**src/rtl/bram_pkg.sv**
```systemverilog
// ---------------------------------------------------------------------------
// bram_pkg
//
// Shared definitions for the 32-word x 32-bit scratch memory and the
// two-port arbiter that fronts it.
//
//   BRAM_AW / BRAM_DW : word-address width and data width of the scratch RAM
//   PORT_CPU/PORT_AUX : port identifiers (CPU data port = 0, aux master = 1)
//   tag_t             : response tag carried alongside an issued command
// ---------------------------------------------------------------------------
package bram_pkg;

    localparam int BRAM_AW = 5;
    localparam int BRAM_DW = 32;

    localparam logic PORT_CPU = 1'b0;
    localparam logic PORT_AUX = 1'b1;

    // One tag per issued memory command. 'read' separates commands that
    // return data from writes, 'port' routes the returned data.
    typedef struct packed {
        logic valid;
        logic read;
        logic port;
    } tag_t;

endpackage

```
**src/rtl/rr_arb2.sv**
```systemverilog
// ---------------------------------------------------------------------------
// rr_arb2
//
// Two-requester grant generator. Round-robin by default; with PRIO_FIXED
// set, requester 0 always wins a contention.
//
// Ports:
//   clk     : rising-edge clock
//   resetn  : asynchronous active-low reset
//   req[1:0]: request lines, bit i = requester i
//   gnt[1:0]: one-hot grant, combinational from req and the last-grant state
// ---------------------------------------------------------------------------
module rr_arb2
    import bram_pkg::*;
#(
    parameter int PRIO_FIXED = 0
) (
    input  logic       clk,
    input  logic       resetn,
    input  logic [1:0] req,
    output logic [1:0] gnt
);

    // Id of the port granted most recently. Resets to the aux port so the
    // CPU port wins the first contention after reset.
    logic last;

    // A lone requester always wins. Under contention the port that was not
    // served last wins, unless fixed priority hands it to port 0.
    always_comb begin
        gnt = 2'b00;
        case (req)
            2'b01: gnt = 2'b01;
            2'b10: gnt = 2'b10;
            2'b11: begin
                if (PRIO_FIXED != 0 || last == PORT_AUX) begin
                    gnt = 2'b01;
                end else begin
                    gnt = 2'b10;
                end
            end
            default: gnt = 2'b00;
        endcase
    end

    // Remember who was served; idle cycles leave the history untouched.
    always_ff @(posedge clk or negedge resetn) begin
        if (!resetn) begin
            last <= PORT_AUX;
        end else if (gnt != 2'b00) begin
            last <= gnt[1];
        end
    end

endmodule

```
**src/rtl/bram_arbiter.sv**
```systemverilog
// ---------------------------------------------------------------------------
// bram_arbiter
//
// Shares the single-ported scratch RAM between the CPU data port (port 0)
// and an auxiliary master (port 1). One request is accepted per cycle, the
// winner's command is registered onto the memory interface the next cycle,
// and read data comes back to the issuing port two cycles after the grant.
//
// Parameters:
//   PRIO_FIXED : 0 = round-robin, 1 = port 0 always wins
//   AW, DW     : word-address width and data width
//
// Ports:
//   clk, resetn                  : clock, asynchronous active-low reset
//   pX_req/we/addr/wdata         : request from port X, held until granted
//   pX_gnt                       : combinational accept for port X
//   pX_rvalid, pX_rdata          : read return for port X
//   mem_cs/rd/wr/addr/wdata      : registered command to the RAM
//   mem_rdata                    : RAM read data, one cycle after cs&rd
// ---------------------------------------------------------------------------
module bram_arbiter
    import bram_pkg::*;
#(
    parameter int PRIO_FIXED = 0,
    parameter int AW         = BRAM_AW,
    parameter int DW         = BRAM_DW
) (
    input  logic          clk,
    input  logic          resetn,

    input  logic          p0_req,
    input  logic          p0_we,
    input  logic [AW+1:2] p0_addr,
    input  logic [DW-1:0] p0_wdata,
    output logic          p0_gnt,
    output logic          p0_rvalid,
    output logic [DW-1:0] p0_rdata,

    input  logic          p1_req,
    input  logic          p1_we,
    input  logic [AW+1:2] p1_addr,
    input  logic [DW-1:0] p1_wdata,
    output logic          p1_gnt,
    output logic          p1_rvalid,
    output logic [DW-1:0] p1_rdata,

    output logic          mem_cs,
    output logic          mem_rd,
    output logic          mem_wr,
    output logic [AW+1:2] mem_addr,
    output logic [DW-1:0] mem_wdata,
    input  logic [DW-1:0] mem_rdata
);

    logic [1:0]    gnt;
    logic          sel_we;
    logic [AW+1:2] sel_addr;
    logic [DW-1:0] sel_wdata;
    tag_t          tag_s1;
    tag_t          tag_s2;

    rr_arb2 #(
        .PRIO_FIXED (PRIO_FIXED)
    ) u_arb (
        .clk    (clk),
        .resetn (resetn),
        .req    ({p1_req, p0_req}),
        .gnt    (gnt)
    );

    assign p0_gnt = gnt[0];
    assign p1_gnt = gnt[1];

    // Steer the winning port's request toward the command registers. Port 0
    // is the default path; it only matters when some grant is active.
    always_comb begin
        sel_we    = p0_we;
        sel_addr  = p0_addr;
        sel_wdata = p0_wdata;
        if (gnt[1]) begin
            sel_we    = p1_we;
            sel_addr  = p1_addr;
            sel_wdata = p1_wdata;
        end
    end

    // Command registers plus the two-deep response tag pipeline. Address and
    // write data hold across idle cycles so the RAM inputs only toggle when a
    // new command is issued. Reset clears the tags, which drops any read
    // that is still in flight.
    always_ff @(posedge clk or negedge resetn) begin
        if (!resetn) begin
            mem_cs    <= 1'b0;
            mem_rd    <= 1'b0;
            mem_wr    <= 1'b0;
            mem_addr  <= '0;
            mem_wdata <= '0;
            tag_s1    <= '0;
            tag_s2    <= '0;
        end else begin
            if (gnt != 2'b00) begin
                mem_cs    <= 1'b1;
                mem_rd    <= !sel_we;
                mem_wr    <= sel_we;
                mem_addr  <= sel_addr;
                mem_wdata <= sel_wdata;
                tag_s1    <= '{valid: 1'b1, read: !sel_we, port: gnt[1]};
            end else begin
                mem_cs    <= 1'b0;
                mem_rd    <= 1'b0;
                mem_wr    <= 1'b0;
                tag_s1    <= '0;
            end
            tag_s2 <= tag_s1;
        end
    end

    // Stage 2 lines up with the cycle the RAM presents read data.
    assign p0_rvalid = tag_s2.valid && tag_s2.read && (tag_s2.port == PORT_CPU);
    assign p1_rvalid = tag_s2.valid && tag_s2.read && (tag_s2.port == PORT_AUX);

    assign p0_rdata = mem_rdata;
    assign p1_rdata = mem_rdata;

endmodule

```
**config.mk**
```make
export PLATFORM = sky130hd
export DESIGN_NAME = bram_arbiter
export DESIGN_NICKNAME = d
export VERILOG_FILES = /design/src/rtl/bram_pkg.sv /design/src/rtl/rr_arb2.sv /design/src/rtl/bram_arbiter.sv
export SDC_FILE = /design/constraint.sdc
export NUM_CORES = 1
export LEC_CHECK = 0
export ABC_CLOCK_PERIOD_IN_PS = 1700
export CORE_AREA = 2 2 86 88
export DETAILED_ROUTE_END_ITERATION = 8
export DIE_AREA = 0 0 88 90
export DONT_BUFFER_PORTS = 1
export HOLD_SLACK_MARGIN = 0.08
export PLACE_DENSITY = 0.57
export SLEW_MARGIN = 10
export SYNTH_ARGS = -nofsm -noshare
export SYNTH_HDL_FRONTEND = slang
export SYNTH_HIERARCHICAL = 1
export SYNTH_SLANG_ARGS = --single-unit
```
**constraint.sdc**
```tcl
create_clock -name clk -period 1.7 [get_ports clk]
set_clock_uncertainty 0.1 [all_clocks]
set_input_delay 0.34 -clock clk [delete_from_list [all_inputs] [get_ports clk]]
set_output_delay 0.34 -clock clk [all_outputs]
set_load 0.005 [all_outputs]
```
Word level (Yosys, flattened, before mapping)
Cells that the tools add are included.

Bits in registers: 47. Bits in latches: 0. RAM bits: 0. Bits in read-only memories: 0. Bits of input ports: 112. Output and inout port bits: 108. Logic and storage cells: 30. Memories: 0.

Add/sub/neg operators: 0. Multipliers: 0. Divide/modulo/power cells: 0. Magnitude comparators: 0. Equality and inequality tests: 3. Shift operators: 0. Muxes and demuxes: 9. Bitwise operators: 1. Reduce and logical (&&, ||, !) cells: 5.

Operators by type and width (number): two-way mux 32 bit (1); case mux 2 bit (3 select lines) (1); two-way mux 5 bit (1); == test 2 bit (second input constant) (2); two-way mux 1 bit (4); logical AND 1 bit (3); two-way mux 3 bit (1); == test 2 x 1 -> 1 bit (second input constant) (1); two-way mux 2 bit (1); nonzero test 2 bit (1); zero test 1 bit (1); inverter 1 bit (1).

Depth between registers and ports, before layout
Depth in word-level cells: 5. Depth in mapped cells: 7.

By module
The synthesis kept the hierarchy.

By module, submodules not included: bram_arbiter (instances 1, cells each 243, area each 2439.8 um^2); rr_arb2 (instances 1, cells each 6, area each 55.1 um^2).

Least setup slack after synthesis
OpenSTA, ideal clock, no wires.

Kind: register to register. Start point: register u_arb.last. End point: register mem_wdata[20]. Library setup time: 0.132 ns. Data arrival time: 1.381 ns. Data required time: 1.468 ns. Slack: 0.087 ns. Stages on the path, launching flop included: 8. Path buffers: 3. Clock period less this slack: 1.613 ns. Path through: dfstp_2 > nand2b_1 > and2_1 > buf_6 > buf_12 > buf_12 > mux2i_1 > o21ai_1.

Longest elaborated chain between the ends: 3.

Ends and longest elaborated chain: from (decl) (line rr_arb2.sv:26) `logic last;`; from (signal assigned) (line rr_arb2.sv:51) `last <= gnt[1];`; two-way mux 2 bit (line rr_arb2.sv:36) `if (PRIO_FIXED != 0 || last == PORT_AUX) begin`; case mux 2 bit (3 select lines) (line rr_arb2.sv:32) `case (req)`; via p0_gnt (line bram_arbiter.sv:35) `output logic p0_gnt,`; nonzero test 2 bit (line bram_arbiter.sv:101) `if (gnt != 2'b00) begin`; to (signal assigned) (line bram_arbiter.sv:106) `mem_wdata <= sel_wdata;`; to (decl) (line bram_arbiter.sv:51) `output logic [DW-1:0] mem_wdata,`.

The timed path passes the listed nets, and every way through them passes these cells. A chain may end at the register's enable or synchronous reset.

Worst setup path in the final report
Start point: register u_arb.last. End point: output p0_gnt.

Longest elaborated chain between the ends: 2.

Ends and longest elaborated chain (line): two-way mux 2 bit (rr_arb2.sv:36); case mux 2 bit (3 select lines) (rr_arb2.sv:32); to (decl) (bram_arbiter.sv:35).

No other way between the ends.

==> impl_metrics.toml <==
[outcome]
status = "complete, but fails checks"
violations = "negative setup slack"

[die]
start_util_pct = 35.5
fp.dieH_um = 90
fp.dieW_um = 88
die-area_um2 = 7920
io_pins = 220
coreArea_um2 = 7020
rows = 31

[min_path]
hold_class = "in -> reg"
min_from = "p1_wdata[23]"

[timing]
slew_headroom_pct = 83.1
finalCriticalPeriod_ns = 1.71
hold_viol = 0
timing.fmax_mhz = 586
finalMaxSlewViolations = 0
rsz0062_at_grt = "yes"
fin_crit_sh_pct = 100
setup_viol = 1
tightest_slew_ns = 0.253
setup_tns_ns = -0.00642
setup_slack_ns = -0.00642

[cells_and_area]
syn_to_final_growth_pct = 14.9
layout-drive-gt1-share_pct = 11.1
antenna_cells = 0
fin_nets = 345
stdcell_area_um2 = 2870

[power_and_ir_drop]
power_density_nw_per_um2 = 989
leakage_nw = 1.27
power_mw = 2.84
vdd_drop_max_v = 0.000321

[clocking]
clkTransAtPathRegs_ns = 0.09
cts_made_buffers = 5
clk_latency_ns = 0.29
cts_tree = "built"
clk_path_buf_depth = 2
cts_sinks = 45
htreeDepth = 2
cts_root_buf = "clkbuf_8"

[route]
wl_met1_mm = 2.22
wl_met3_um = 496
wire_per_inst_um = 18.0
ant_nets = 0
vias = 1572
via_per_inst = 4.72
drc = 0
route.met2.wl_mm = 3.06
first_pass_iters = 4
drt_iter0_drc = 67
dr.max_layer_used = "met4"
routed_wl_mm = 5.99

[grt]
antenna_found_initial = 0
grt_pass1_wl_mm = 8.50
grt_overflow = 0
grt_util_all_layers_pct = 14.0
grt_pass1_vias = 1617
grt_max_degree = 50

[logic_synthesis]
ys.warnings.count = 6
ys_seq_elements = 45
syn-mean-instance-area_um2 = 10.0
synthCells = 249
synth_fp_nets = 361
yosysSeqAreaShare_pct = 45.2
synth_area_um2 = 2490
yosysUniqueCellTypes = 19

[critical_path]
required_ns = 1.26
cp.arrival_ns = 1.27
rr_startpoint = "u_arb/last"
startpoint = "u_arb/last"
worstPathMaxFanout = 6
end_kind = "primary output"
crit_path_start_kind = "flip-flop"
worstSetupPathType = "reg -> out"

[placed_design]
io_buffer_count = 0
gp_congestion = 0.673
place_area_um2 = 2120
place_ws_ns = 0.0888
dp_hpwl_mm = 3.66

[job]
maxCapViolCount = 0
[path summary, 6_finish.rpt]
| kind | to | slack, ns | depth (start not counted) |
|---|---|---|---|
| setup / recovery | p0_gnt | -0.006 | 3 |
| max in group asynchronous | u_arb/last | 0.77 | 2 |
| hold / removal | mem_wdata[23] | 0.09 | 2 |
| setup reg to reg | mem_wdata[9] | 0.08 | 5 |
| hold reg to reg | tag_s2[0] | 0.25 | 0 |
| min in group asynchronous | tag_s1[0] | 0.49 | 2 |
[registers in the layout (all words and copies together) (netlist names)]
signal and count:
mem_wdata 32, mem_addr 5, tag_s2 3, mem_cs 1, mem_rd 1, mem_wr 1
tag_s1 1, u_arb/last 1
[cell usage in the layout (no fill, tap or decap), types with 2 or more instances in the layout]
cell type and count:
mux2i_1 37, o21ai_0 30, dfrtp_1 44, clkbuf_16 3
bufbuf_16 2, clkbuf_8 5, o21ai_1 9, inv_1 3
buf_12 4, dlygate4sd3_1 41, buf_4 4, bufinv_16 2
nand2_1 39
[timing repair]
item	CTS	global route
buffers inserted	1	3
hold buffers	42	0
pin swaps	2	1
endpoints found under the setup margin	1	4
hold endpoints to repair	84	0
gates cloned	2	3
gates resized for setup	2	0
[worst max-delay path: stages (launching register included)]
cell      delay (ns)
dfstp_2         0.54
nand2b_4        0.11
and2_4          0.18
buf_12          0.13
[routing by layer]
metal / global-route usage, % / up-vias
li1: - / 720
met1: 14.0 / 735
met2: 24.7 / 87
met3: 4.87 / 30
met4: 7.69 / 0
met5: 0 / -
[synth_stat cells (all sizes together)]
library cell	instances	share of area [%]
buf	73	23
dfrtp	44	44
nand2	39	5.9
o21ai	39	7.8
mux2i	37	15
clkbuf	5	0.75
inv	3	0.45
nand2b	2	0.50
a21boi	1	0.30
and2	1	0.25
and3	1	0.25
dfstp	1	1.1
nor2	1	0.15
o22ai	1	0.25
or2	1	0.25
[kinds of logic after synthesis]
logic type	count (synthesis)	share of synthesized area [%]
buf+inv	81	24.3
flops	45	45.2
simple gates	45	7.27
compound gates	41	8.38
mux	37	14.8
[through the flow]
| step | util (%) | hold slack, ns | instances |
|---|---|---|---|
| after floorplan | - | -0.0556 | 249 |
| after global placement | 30.1 | -0.0545 | 274 |
| after detailed placement | 30.1 | -0.0545 | 274 |
| after CTS | 39.4 | 0.0813 | 327 |
| after global routing | 40.8 | 0.103 | 333 |
| final | 40.8 | 0.0866 | 333 |
[cell type report]
type | count | area [um2]
repair buffers | 55 | 688
flip-flops and latches | 45 | 1130
well taps | 99 | 124
fillers | 677 | 4150
inverters | 3 | 11.3
clock buffers | 5 | 68.8
clock inverters | 3 | 65.1
multi-input cells | 123 | 782
[where the power goes]
group	total, mW	internal (mW)	switching (mW)
sequential	1.35	1.23	0.119
clock	0.954	0.584	0.370
combinational	0.536	0.305	0.231
total	2.84	2.12	0.719
Power figures use the tool's default switching activity.
